--- src/rtl/display_pkg.sv ---
// Shared constants, scan-state encoding and anode polarity helper for the
// multiplexed 7-segment display scanner.
package display_pkg;

    localparam int unsigned DIGIT_W = 4;
    localparam int unsigned SEG_W   = 7;

    typedef enum logic [1:0] {
        IDLE,
        BLANK,
        SHOW
    } scan_state_t;

    // Electrical level for one anode given its logical enable.
    function automatic logic anode_level(input logic on, input bit active_low);
        return active_low ? ~on : on;
    endfunction

endpackage

--- src/rtl/scan_prescaler.sv ---
// Digit-slot counter: runs 0..PRESCALE-1 while enabled, held at 0 otherwise,
// with strobes for the last dead-time cycle and the end of the slot.
module scan_prescaler #(
    parameter int unsigned PRESCALE  = 50000,
    parameter int unsigned BLANK_CYC = 16
) (
    input  logic clk,
    input  logic rst,
    input  logic run,
    output logic tc,
    output logic blank_end
);

    localparam int unsigned CW = (PRESCALE > 1) ? $clog2(PRESCALE) : 1;

    logic [CW-1:0] cnt;

    always_ff @(posedge clk or posedge rst) begin
        if (rst) begin
            cnt <= '0;
        end else if (!run) begin
            cnt <= '0;
        end else if (tc) begin
            cnt <= '0;
        end else begin
            cnt <= cnt + 1'b1;
        end
    end

    always_comb begin
        tc        = (cnt == CW'(PRESCALE - 1));
        blank_end = (cnt == CW'(BLANK_CYC - 1));
    end

endmodule

--- src/rtl/display_scan_ctrl.sv ---
// Time-multiplexed scan controller: shadows the multi-digit value, steps a
// one-hot anode through the digits with dead time and leading-zero blanking.
module display_scan_ctrl
    import display_pkg::*;
#(
    parameter int unsigned DIGITS           = 4,
    parameter int unsigned PRESCALE         = 50000,
    parameter int unsigned BLANK_CYC        = 16,
    parameter bit          ANODE_ACTIVE_LOW = 1'b1
) (
    input  logic                        clk,
    input  logic                        rst,
    input  logic                        en,
    input  logic [DIGIT_W*DIGITS-1:0]   value,
    input  logic                        load,
    input  logic [DIGITS-1:0]           dp_mask,
    input  logic                        lz_blank,
    output logic [DIGIT_W-1:0]          dig_val,
    output logic [DIGITS-1:0]           anode,
    output logic                        dp,
    output logic                        seg_blank,
    output logic                        load_ack,
    output logic                        frame_tick
);

    localparam int unsigned IW = (DIGITS > 1) ? $clog2(DIGITS) : 1;
    localparam int unsigned VW = DIGIT_W * DIGITS;
    localparam logic [IW-1:0] LAST = IW'(DIGITS - 1);

    scan_state_t        state;
    logic [IW-1:0]      idx;
    logic [IW-1:0]      idx_inc;
    logic [IW-1:0]      entry_idx;
    logic [VW-1:0]      disp;
    logic [VW-1:0]      pend;
    logic [VW-1:0]      src_val;
    logic [VW-1:0]      new_disp;
    logic [DIGITS-1:0]  disp_dp;
    logic [DIGITS-1:0]  pend_dp;
    logic [DIGITS-1:0]  src_dp;
    logic [DIGITS-1:0]  new_dp;
    logic [DIGITS-1:0]  anode_off;
    logic [DIGITS-1:0]  anode_sel;
    logic [DIGIT_W-1:0] entry_nib;
    logic               entry_dp;
    logic               entry_blank;
    logic               pend_valid;
    logic               run;
    logic               tc;
    logic               blank_end;
    logic               boundary;
    logic               do_xfer;

    assign run = en && (state != IDLE);

    scan_prescaler #(
        .PRESCALE  (PRESCALE),
        .BLANK_CYC (BLANK_CYC)
    ) u_prescaler (
        .clk       (clk),
        .rst       (rst),
        .run       (run),
        .tc        (tc),
        .blank_end (blank_end)
    );

    // Digit attributes are latched on BLANK entry from the display value that
    // will hold for the coming slot, so a frame-boundary transfer is seen at once.
    always_comb begin
        idx_inc   = (idx == LAST) ? '0 : idx + 1'b1;
        entry_idx = (state == IDLE) ? '0 : idx_inc;
        boundary  = en && ((state == IDLE) || ((state == SHOW) && tc && (idx == LAST)));
        src_val   = load ? value : pend;
        src_dp    = load ? dp_mask : pend_dp;
        do_xfer   = boundary && (load || pend_valid);
        new_disp  = do_xfer ? src_val : disp;
        new_dp    = do_xfer ? src_dp : disp_dp;
        entry_nib   = new_disp[DIGIT_W*entry_idx +: DIGIT_W];
        entry_dp    = new_dp[entry_idx];
        entry_blank = lz_blank && (entry_idx != '0)
                      && ((new_disp >> (DIGIT_W*entry_idx)) == '0);
        for (int unsigned i = 0; i < DIGITS; i++) begin
            anode_off[i] = anode_level(1'b0, ANODE_ACTIVE_LOW);
            anode_sel[i] = anode_level(idx == IW'(i), ANODE_ACTIVE_LOW);
        end
    end

    always_ff @(posedge clk or posedge rst) begin
        if (rst) begin
            state      <= IDLE;
            idx        <= '0;
            disp       <= '0;
            disp_dp    <= '0;
            pend       <= '0;
            pend_dp    <= '0;
            pend_valid <= 1'b0;
            anode      <= {DIGITS{ANODE_ACTIVE_LOW}};
            dig_val    <= '0;
            dp         <= 1'b0;
            seg_blank  <= 1'b1;
            load_ack   <= 1'b0;
            frame_tick <= 1'b0;
        end else begin
            load_ack   <= 1'b0;
            frame_tick <= 1'b0;

            if (!en) begin
                state     <= IDLE;
                idx       <= '0;
                anode     <= anode_off;
                dig_val   <= '0;
                dp        <= 1'b0;
                seg_blank <= 1'b1;
            end else begin
                case (state)
                    IDLE: begin
                        state     <= BLANK;
                        idx       <= '0;
                        dig_val   <= entry_nib;
                        dp        <= entry_dp;
                        seg_blank <= entry_blank;
                    end
                    BLANK: begin
                        if (blank_end) begin
                            state <= SHOW;
                            anode <= anode_sel;
                        end
                    end
                    SHOW: begin
                        if (tc) begin
                            state      <= BLANK;
                            idx        <= idx_inc;
                            anode      <= anode_off;
                            dig_val    <= entry_nib;
                            dp         <= entry_dp;
                            seg_blank  <= entry_blank;
                            frame_tick <= (idx == LAST);
                        end
                    end
                    default: state <= IDLE;
                endcase
            end

            if (do_xfer) begin
                disp       <= src_val;
                disp_dp    <= src_dp;
                pend_valid <= 1'b0;
                load_ack   <= 1'b1;
            end else if (load) begin
                pend       <= value;
                pend_dp    <= dp_mask;
                pend_valid <= 1'b1;
            end
        end
    end

endmodule

--- config.mk ---
export PLATFORM = sky130hd
export DESIGN_NAME = display_scan_ctrl
export DESIGN_NICKNAME = d
export VERILOG_FILES = /design/src/rtl/display_pkg.sv /design/src/rtl/scan_prescaler.sv /design/src/rtl/display_scan_ctrl.sv
export SDC_FILE = /design/constraint.sdc
export NUM_CORES = 1
export LEC_CHECK = 0
export ABC_AREA = 1
export CELL_PAD_IN_SITES_DETAIL_PLACEMENT = 1
export CELL_PAD_IN_SITES_GLOBAL_PLACEMENT = 2
export CORE_UTILIZATION = 34
export DETAILED_ROUTE_END_ITERATION = 16
export PLACE_DENSITY_LB_ADDON = 0.1
export SETUP_SLACK_MARGIN = 0.4
export SLEW_MARGIN = 30
export SYNTH_ARGS = -nofsm -noshare
export SYNTH_HDL_FRONTEND = slang
export SYNTH_SLANG_ARGS = --single-unit
--- constraint.sdc ---
create_clock -name clk -period 3.64 [get_ports clk]
set_clock_uncertainty 0.15 [all_clocks]
set_input_delay 1.092 -clock clk [delete_from_list [all_inputs] [get_ports clk]]
set_output_delay 1.092 -clock clk [all_outputs]
set_load 0.02 [all_outputs]
==> results.json <==
{
  "area_growth_pct": 20.8,
  "clock_latency_ps": 350,
  "ys_types": 37,
  "async_flop_share": 1.00,
  "drt_pass1_iterations": 4,
  "avgSynthCellArea_um2": 8.02,
  "clk_pin_slew_ps": 80,
  "cts_buffers": 9,
  "cts_tree": "built",
  "wirelength_um": 9600,
  "leakage_nw": 2.18,
  "synth_edf_count": 0,
  "outcome": "finished clean",
  "drc_errors": 0,
  "path_cells": "clkdlybuf4s50_1 -> buf_4 -> mux2i_1 -> nand3_1 -> nand3_1 -> nand2_1 -> inv_1 -> nand2_1 -> nor2_1 -> nand3_1 -> nor2_1 -> nor2_1 -> nor2_1",
  "layout_commonest_cell": "nand2_1",
  "ioPinCount": 37,
  "p_per_area_nw_per_um2": 474,
  "final_core_util": 0.420,
  "grt_pass1_vias": 3291,
  "place_congestion": 0.743,
  "num_rows": 38,
  "htree_levels": 3,
  "critPathMaxStageDelay_ps": 480,
  "synth_area_leaders": "dfrtp_1, nand2_1, inv_1, nand3_1, o21ai_0",
  "synthFlopType": "dfrtp_1",
  "cts-root-buf": "clkbuf_8",
  "regArea_um2": 1830,
  "cp.arrival_ps": 3160,
  "ant_nets": 0,
  "crit_top_cell": "nor2_1",
  "multi_input_area_um2": 1630,
  "grtUsageTotal": 0.183,
  "whs_ps": 326,
  "worst_slew_pin_slew_ps": 499,
  "netlist_instances": 470,
  "start_kind": "input pin",
  "vias": 3167,
  "ys_ff_latch": 73,
  "most-common-layout-cells": "nand2_1, dfrtp_1, inv_1, nor2_1, nand3_1",
  "grt_pass1_wl_um": 16200,
  "fillCellCount": 1327,
  "die_w_um": 107,
  "netlist_area_um2": 3770,
  "slowest_stage": "clkdlybuf4s50_1",
  "nets": 546,
  "grt_max_degree": 44,
  "vias_per_cell": 4.79,
  "power_mw": 2.16,
  "grt.overflow.total": 0,
  "dp_hpwl_um": 6950,
  "slew-limit-headroom": 0.667,
  "die_y_um": 107,
  "core_area_um2": 10800,
  "layout.cells.non_filler": 661,
  "placed_cells": 643,
  "path_max_fanout": 29,
  "portBuffers": 36,
  "slew_violations": 0,
  "drt_iter0_markers": 109,
  "drv_cap": 0,
  "numClockSinks": 73,
  "path_class": "in2reg",
  "die_area_um2": 11500,
  "drive_gt1_frac": 0.109,
  "ys_warn_count": 0,
  "max-vdd-ir-drop_uv": 182,
  "initial_core_util": 0.348,
  "rsz0062_at_grt": "no",
  "fin_crit_ps": 3040,
  "routedWlPerCell_um": 14.5,
  "tns_ps": 0,
  "synth_top_area_share": 0.452,
  "antenna_found_initial": 0,
  "worstPathRequired_ps": 3760,
  "cts_buffer_depth": 2,
  "synth_fp_nets": 500,
  "finalSetupViolations": 0,
  "num_antenna_cells": 0,
  "timing.final.crit_share": 0.834,
  "hold_class": "reg2reg",
  "fmax_mhz": 329,
  "cp-end-kind": "flop",
  "seq_area_frac_synth": 0.486,
  "final-hold-violation-count": 0,
  "yosysTopAreaCell": "dfrtp_1"
}
## where the power goes
part           leakage [nW]  internal [mW]  switching [mW]
logic                  1.18          0.196           0.329
clock network        0.0912          0.315           0.325
registers             0.910          0.940          0.0516
total                  2.18           1.45           0.706
## sequential cells by signal, indices dropped and copies added (netlist names)
name / count
pend: 16
u_prescaler.cnt: 16
dp: 1
disp: 16
seg_blank: 1
pend_dp: 4
load_ack: 1
dig_val: 4
idx: 2
anode: 4
pend_valid: 1
disp_dp: 4
state: 2
frame_tick: 1
## final cells by class
class                      instances  area share
clock inverter                     7      0.0157
inverter                          69      0.0569
timing repair buffer              46       0.101
clock buffer                       9      0.0272
multi-input combinational        317       0.358
tap                              140      0.0385
sequential                        73       0.402
## worst paths after layout
kind / depth (start not counted) / endpoint / start / slack, ps
max: 13 / seg_blank$_DFFE_PP1P_ / load / 600
min: 1 / u_prescaler.cnt[0]$_DFF_PP0_ / u_prescaler.cnt[0]$_DFF_PP0_ / 330
max reg2reg: 13 / seg_blank$_DFFE_PP1P_ / idx[0]$_DFFE_PP0P_ / 950
min reg2reg: 1 / u_prescaler.cnt[0]$_DFF_PP0_ / u_prescaler.cnt[0]$_DFF_PP0_ / 330
max in group asynchronous: 3 / anode[1]$_DFFE_PP1P_ / rst / 1850
min in group asynchronous: 2 / pend[10]$_DFFE_PP0P_ / rst / 860
## cells in the mapped netlist, types with 4 or more instances
cell / n
inv_1: 66
ha_1: 5
nand2_2: 5
nand3_1: 44
clkbuf_1: 7
a31oi_1: 6
nor2_2: 4
dfrtp_1: 68
nor3_1: 6
nand2_1: 107
nor4_1: 4
a21oi_1: 6
mux2i_1: 10
nor2_1: 45
and2_1: 4
nor3b_1: 4
dfstp_2: 5
o21ai_0: 42
## cell families after synthesis
family,after synthesis,share of synthesized area
flip-flops,73,0.486
AND/OR/NAND/NOR,238,0.290
XOR/XNOR,3,0.00697
multiplexers,10,0.0266
adder cells (fa/ha/maj),5,0.0166
AO/OA/AOI/OAI,60,0.0863
buffers and inverters,81,0.0873
## what timing repair did
item,CTS,global route
setup endpoints to repair,0,2
setup buffers,0,1
endpoints found under the hold margin,0,0
hold buffers,0,0
resized for setup,0,6
## worst max-delay path, delay by kind of cell
| family | cells | cell delay [ps] |
|---|---|---|
| buffers and inverters | 3 | 890 |
| and+or+nand+nor | 9 | 820 |
| muxes | 1 | 340 |
## stage by stage
step                instance area [µm²]  worst slack, ps
detailed placement                 4310              119
CTS                                4510              458
global route                       4550              394
global placement                   4310              205
floorplan                          3770              553
finish                             4550              605
## per-layer routing
layer,global-route usage,share of wire
met1,0.249,0.49
met2,0.295,0.46
met3,0.0272,0.034
met4,0.0656,0.014
met5,0,0
Note: power is estimated with default switching activity, not from simulation.
==> patch 1 (same flow settings) <==
Encoding of `scan_state_t`: now one-hot (3 bits for 3 states).
--- a/src/rtl/display_pkg.sv
+++ b/src/rtl/display_pkg.sv
@@ -5,10 +5,10 @@
     localparam int unsigned DIGIT_W = 4;
     localparam int unsigned SEG_W   = 7;
 
-    typedef enum logic [1:0] {
-        IDLE,
-        BLANK,
-        SHOW
+    typedef enum logic [2:0] {
+        IDLE  = 3'b001,
+        BLANK = 3'b010,
+        SHOW  = 3'b100
     } scan_state_t;
 
     // Electrical level for one anode given its logical enable.
Behaviour: no difference found for any inputs over 10 cycles, from zero or initial values and one cycle with rst high; not proved beyond that.
==> patch 1 against the unedited design <==
  * Design area rose by 5.4%
  * Synthesized cell count shrank 0.21%
  * Die area increased by 2.0%
  * Setup slack better by 0.041 ns
  * Maximum frequency is 1.4% higher
  * First-iteration DRC count increased by 0.92%
  * Sequential cell count is 1 higher
  * Synthesized area grew 2.0%
  * Routed wire length up 0.49%
  * Cell count did not move
  * Via count grew 0.25%
Power is not compared: it rests on default switching activity, and its combinational part moved more than twofold at a synthesized area within 25%.
==> patch 1: results <==
<?xml version="1.0" encoding="UTF-8"?>
<metrics>
  <group name="yosys">
    <metric name="synth.top_cells.by_count" unit="">101 x nand2_1, 70 x inv_1, 68 x dfrtp_1</metric>
    <metric name="synth_seq_area_share" unit="%">48.4</metric>
    <metric name="top_post_synthesis_cells_by_area" unit="">dfrtp_1 44%, nand2_1 9.9%, inv_1 6.8%</metric>
    <metric name="synth.net_count" unit="">499</metric>
    <metric name="synth_cell_type_count" unit="">45</metric>
    <metric name="post_synth_inst_count" unit="">469</metric>
  </group>
  <group name="clock_tree">
    <metric name="path_clk_slew" unit="ns">0.06</metric>
    <metric name="clockRootBuffer" unit="">clkbuf_16</metric>
    <metric name="clk_buf_depth" unit="">2</metric>
    <metric name="worst_skew_pair.late_latency" unit="ns">0.33</metric>
    <metric name="cts-buffers-inserted" unit="">9</metric>
  </group>
  <group name="placement">
    <metric name="hpwl" unit="mm">7.04</metric>
    <metric name="placed_cells" unit="">643</metric>
    <metric name="post_place_setup_slack" unit="ns">0.247</metric>
    <metric name="finalWeightedCongestion" unit="">0.804</metric>
    <metric name="post_dp_cell_area" unit="um^2">4400</metric>
  </group>
  <group name="route">
    <metric name="via_count" unit="">3175</metric>
    <metric name="wire_per_inst" unit="um">14.6</metric>
    <metric name="via_per_inst" unit="">4.80</metric>
    <metric name="drt-initial-drc-count" unit="">110</metric>
  </group>
  <group name="final_layout">
    <metric name="layout_cells_sized_above_1" unit="%">12.9</metric>
    <metric name="layout.filler_cells" unit="">1309</metric>
  </group>
  <group name="critical_path">
    <metric name="crit_family" unit="">simple AND/OR/NAND/NOR gates</metric>
    <metric name="path_max_fanout" unit="">16</metric>
    <metric name="critPathArrivalTime" unit="ns">3.11</metric>
    <metric name="cpPeakStageDelay" unit="ns">0.52</metric>
  </group>
  <group name="timing">
    <metric name="setup-violations-final" unit="">0</metric>
    <metric name="worst-slew-pin-transition" unit="ns">0.660</metric>
  </group>
  <group name="status">
    <metric name="outcome" unit="">finished, final reports clean</metric>
  </group>
  <group name="grt">
    <metric name="grt_max_degree" unit="">36</metric>
    <metric name="grt_pass1_wl" unit="mm">16.4</metric>
    <metric name="grt_pass1_vias" unit="">3296</metric>
    <metric name="globalRouteTotalUtil" unit="%">18.2</metric>
  </group>
  <group name="pwr">
    <metric name="vdd.ir_drop.worst" unit="mV">0.280</metric>
  </group>
</metrics>
patch 1: report_power, final:
group	switching (uW)	internal, uW	leakage, uW
combinational	908	498	0.00117
clock	352	708	0.000169
sequential	115	1100	0.000920
total	1380	2310	0.00226
patch 1: worst paths after layout:
check,start,endpoint,slack [ns],cells after the start
worst max-delay path,en,seg_blank,0.65,16
worst min register to register,u_prescaler.cnt[0],u_prescaler.cnt[0],0.32,1
worst max register to register,idx[0],seg_blank,1.08,16
min in group asynchronous,rst,u_prescaler.cnt[6],0.99,2
max in group asynchronous,rst,disp[1],1.58,3
worst min-delay path,u_prescaler.cnt[0],u_prescaler.cnt[0],0.32,1
patch 1: area by class of cell:
type,instances,area [um^2],area share [%]
well taps,140,175,3.65
inverters,75,282,5.87
flip-flops and latches,74,1860,38.7
clock inverters,4,97.6,2.03
clock buffers,12,256,5.34
multi-input cells,309,1670,34.7
repair buffers,47,463,9.65
patch 1: logic make-up after synthesis:
group / Yosys count / synth area share [%]
and+or+nand+nor: 229 / 28.0
xor gates and xnor gates: 4 / 0.911
adders and majority gates: 5 / 1.63
muxes: 10 / 2.60
AOI/OAI and AO/OA: 60 / 9.40
DFF: 74 / 48.4
buffers and inverters: 87 / 9.08
patch 1: stage by stage:
stage / power [uW] / hold WS (ns) / util (%)
5_1_grt: 3990 / 0.337 / 43.9
3_3_place_gp: 2570 / 0.298 / 40.2
4_1_cts: 3690 / 0.324 / 43.5
2_1_floorplan: 2180 / 0.283 / -
6_report: 3690 / 0.316 / 43.9
3_5_place_dp: 2610 / 0.315 / 40.2
patch 1: routing by layer:
metal  wire length, um  part of all wire [%]  track usage (%)  vias up
met2              4580                    47             30.3       33
li1                  -                     -                -     1597
met4                98                   1.0             5.50        0
met1              4710                    49             24.3     1536
met5                 0                     0                0        -
met3               255                   2.6             3.13        9
==> patch 2 (config.mk and constraints unchanged) <==
Without the edit above. `DIGIT_W`: 4 -> 3.
--- a/src/rtl/display_pkg.sv
+++ b/src/rtl/display_pkg.sv
@@ -2,7 +2,7 @@
 // multiplexed 7-segment display scanner.
 package display_pkg;
 
-    localparam int unsigned DIGIT_W = 4;
+    localparam int unsigned DIGIT_W = 3;
     localparam int unsigned SEG_W   = 7;
 
     typedef enum logic [1:0] {
Ports: changed (resized dig_val and value); port bits go from 37 to 32. The function was not compared with the original's and may differ.
==> patch 2 against the unedited design <==
  * Cell count is 11% lower
  * Synthesized cell count is 11% lower
  * Total power is 22% higher
  * Sequential cell count is 9 lower
  * Routed wire length is 15% lower
  * Design area is 11% lower
  * Die area is 11% lower
  * Setup slack better by 0.087 ns
  * Synthesized area is 11% lower
  * Register-to-register slack better by 0.25 ns
==> patch 2: results <==
<?xml version="1.0" encoding="UTF-8"?>
<metrics>
  <group name="placement">
    <metric name="finalWeightedCongestion" unit="">0.778</metric>
    <metric name="post_dp_cell_area" unit="um^2">3810</metric>
    <metric name="placed_cells" unit="">571</metric>
    <metric name="hpwl" unit="mm">6.03</metric>
    <metric name="place.port_buffers" unit="">31</metric>
    <metric name="post_place_setup_slack" unit="ns">0.171</metric>
  </group>
  <group name="yosys">
    <metric name="synth_cell_type_count" unit="">39</metric>
    <metric name="top_post_synthesis_cells_by_area" unit="">dfrtp_1 44%, nand2_1 11%, inv_1 7.3%</metric>
    <metric name="synth.net_count" unit="">445</metric>
    <metric name="synth.top_cells.by_count" unit="">94 x nand2_1, 65 x inv_1, 59 x dfrtp_1</metric>
    <metric name="syn_area_per_cell" unit="um^2">8.03</metric>
  </group>
  <group name="final_layout">
    <metric name="area.growth.synth_to_final" unit="%">20.7</metric>
    <metric name="layout.filler_cells" unit="">1170</metric>
    <metric name="layout_cells_sized_above_1" unit="%">8.97</metric>
    <metric name="seq_cell_count" unit="">64</metric>
    <metric name="area.share.sequential" unit="%">39.9</metric>
    <metric name="inverters" unit="">68</metric>
    <metric name="final_net_count" unit="">482</metric>
    <metric name="clk_share" unit="%">5.21</metric>
    <metric name="layout.non_clock_buffers" unit="">37</metric>
    <metric name="layoutNonFillerInstCount" unit="">586</metric>
    <metric name="layout_top_registers" unit="">u_prescaler.cnt (16), disp (12), pend (12)</metric>
    <metric name="num-clock-buffers" unit="">10</metric>
  </group>
  <group name="route">
    <metric name="met3_wirelength" unit="um">198</metric>
    <metric name="via_count" unit="">2746</metric>
    <metric name="route.final.wire_length" unit="mm">8.16</metric>
    <metric name="drt-initial-drc-count" unit="">79</metric>
    <metric name="wl_met1" unit="mm">4.18</metric>
  </group>
  <group name="status">
    <metric name="outcome" unit="">finished, final reports clean</metric>
  </group>
  <group name="grt">
    <metric name="globalRouteTotalUtil" unit="%">18.0</metric>
    <metric name="grt_pass1_wl" unit="mm">14.0</metric>
    <metric name="grt_pass1_vias" unit="">2872</metric>
    <metric name="met1_usage" unit="%">24.7</metric>
    <metric name="grt_use_met2" unit="%">28.2</metric>
    <metric name="grt_max_degree" unit="">65</metric>
  </group>
  <group name="critical_path">
    <metric name="startpoint_of_the_most_critical_setup_path" unit="">en</metric>
    <metric name="cpPeakStageDelay" unit="ns">0.50</metric>
    <metric name="critPathArrivalTime" unit="ns">3.08</metric>
    <metric name="crit_family" unit="">simple AND/OR/NAND/NOR gates</metric>
    <metric name="worst_r2r_setup_slack" unit="ns">1.20</metric>
  </group>
  <group name="timing">
    <metric name="whs" unit="ns">0.337</metric>
    <metric name="relSlewSlack" unit="%">65.7</metric>
  </group>
  <group name="pwr">
    <metric name="vdd.ir_drop.worst" unit="mV">0.268</metric>
    <metric name="power_switching_share" unit="%">37.8</metric>
  </group>
  <group name="hold_path">
    <metric name="worst_hold_startpoint" unit="">disp_dp[3]</metric>
    <metric name="hold_path_depth" unit="">2</metric>
  </group>
</metrics>
[patch 2: cell count changes after synthesis, moves of 4 or more]
cell	delta
nor2_1	+4
nor3b_1	+4
nand2_1	-13
o211ai_1	+6
nand3_1	-19
o21ai_0	-8
nand2_2	-4
dfrtp_1	-9
[patch 2: cells by family after synthesis]
kind of cell | after synthesis | share of synthesized area (%)
AO/OA/AOI/OAI | 62 | 11.2
flip-flops | 64 | 48.1
adder cells (fa/ha/maj) | 8 | 3.00
buffers and inverters | 79 | 9.48
multiplexers | 7 | 2.10
AND/OR/NAND/NOR | 193 | 25.4
XOR/XNOR | 3 | 0.787
[patch 2: timing repair]
action,4_1_cts,5_1_grt
gates resized for setup,0,2
setup buffers,0,0
endpoints found under the setup margin,0,1
[patch 2: power by group through the flow]
stage                     clock (uW)  combinational (uW)  sequential [uW]
after floorplan                    0                 641             1030
after global placement             0                 952             1000
after detailed placement           0                 966             1010
after CTS                        690                 972              999
after global routing             715                1110             1020
final                            667                 960              996
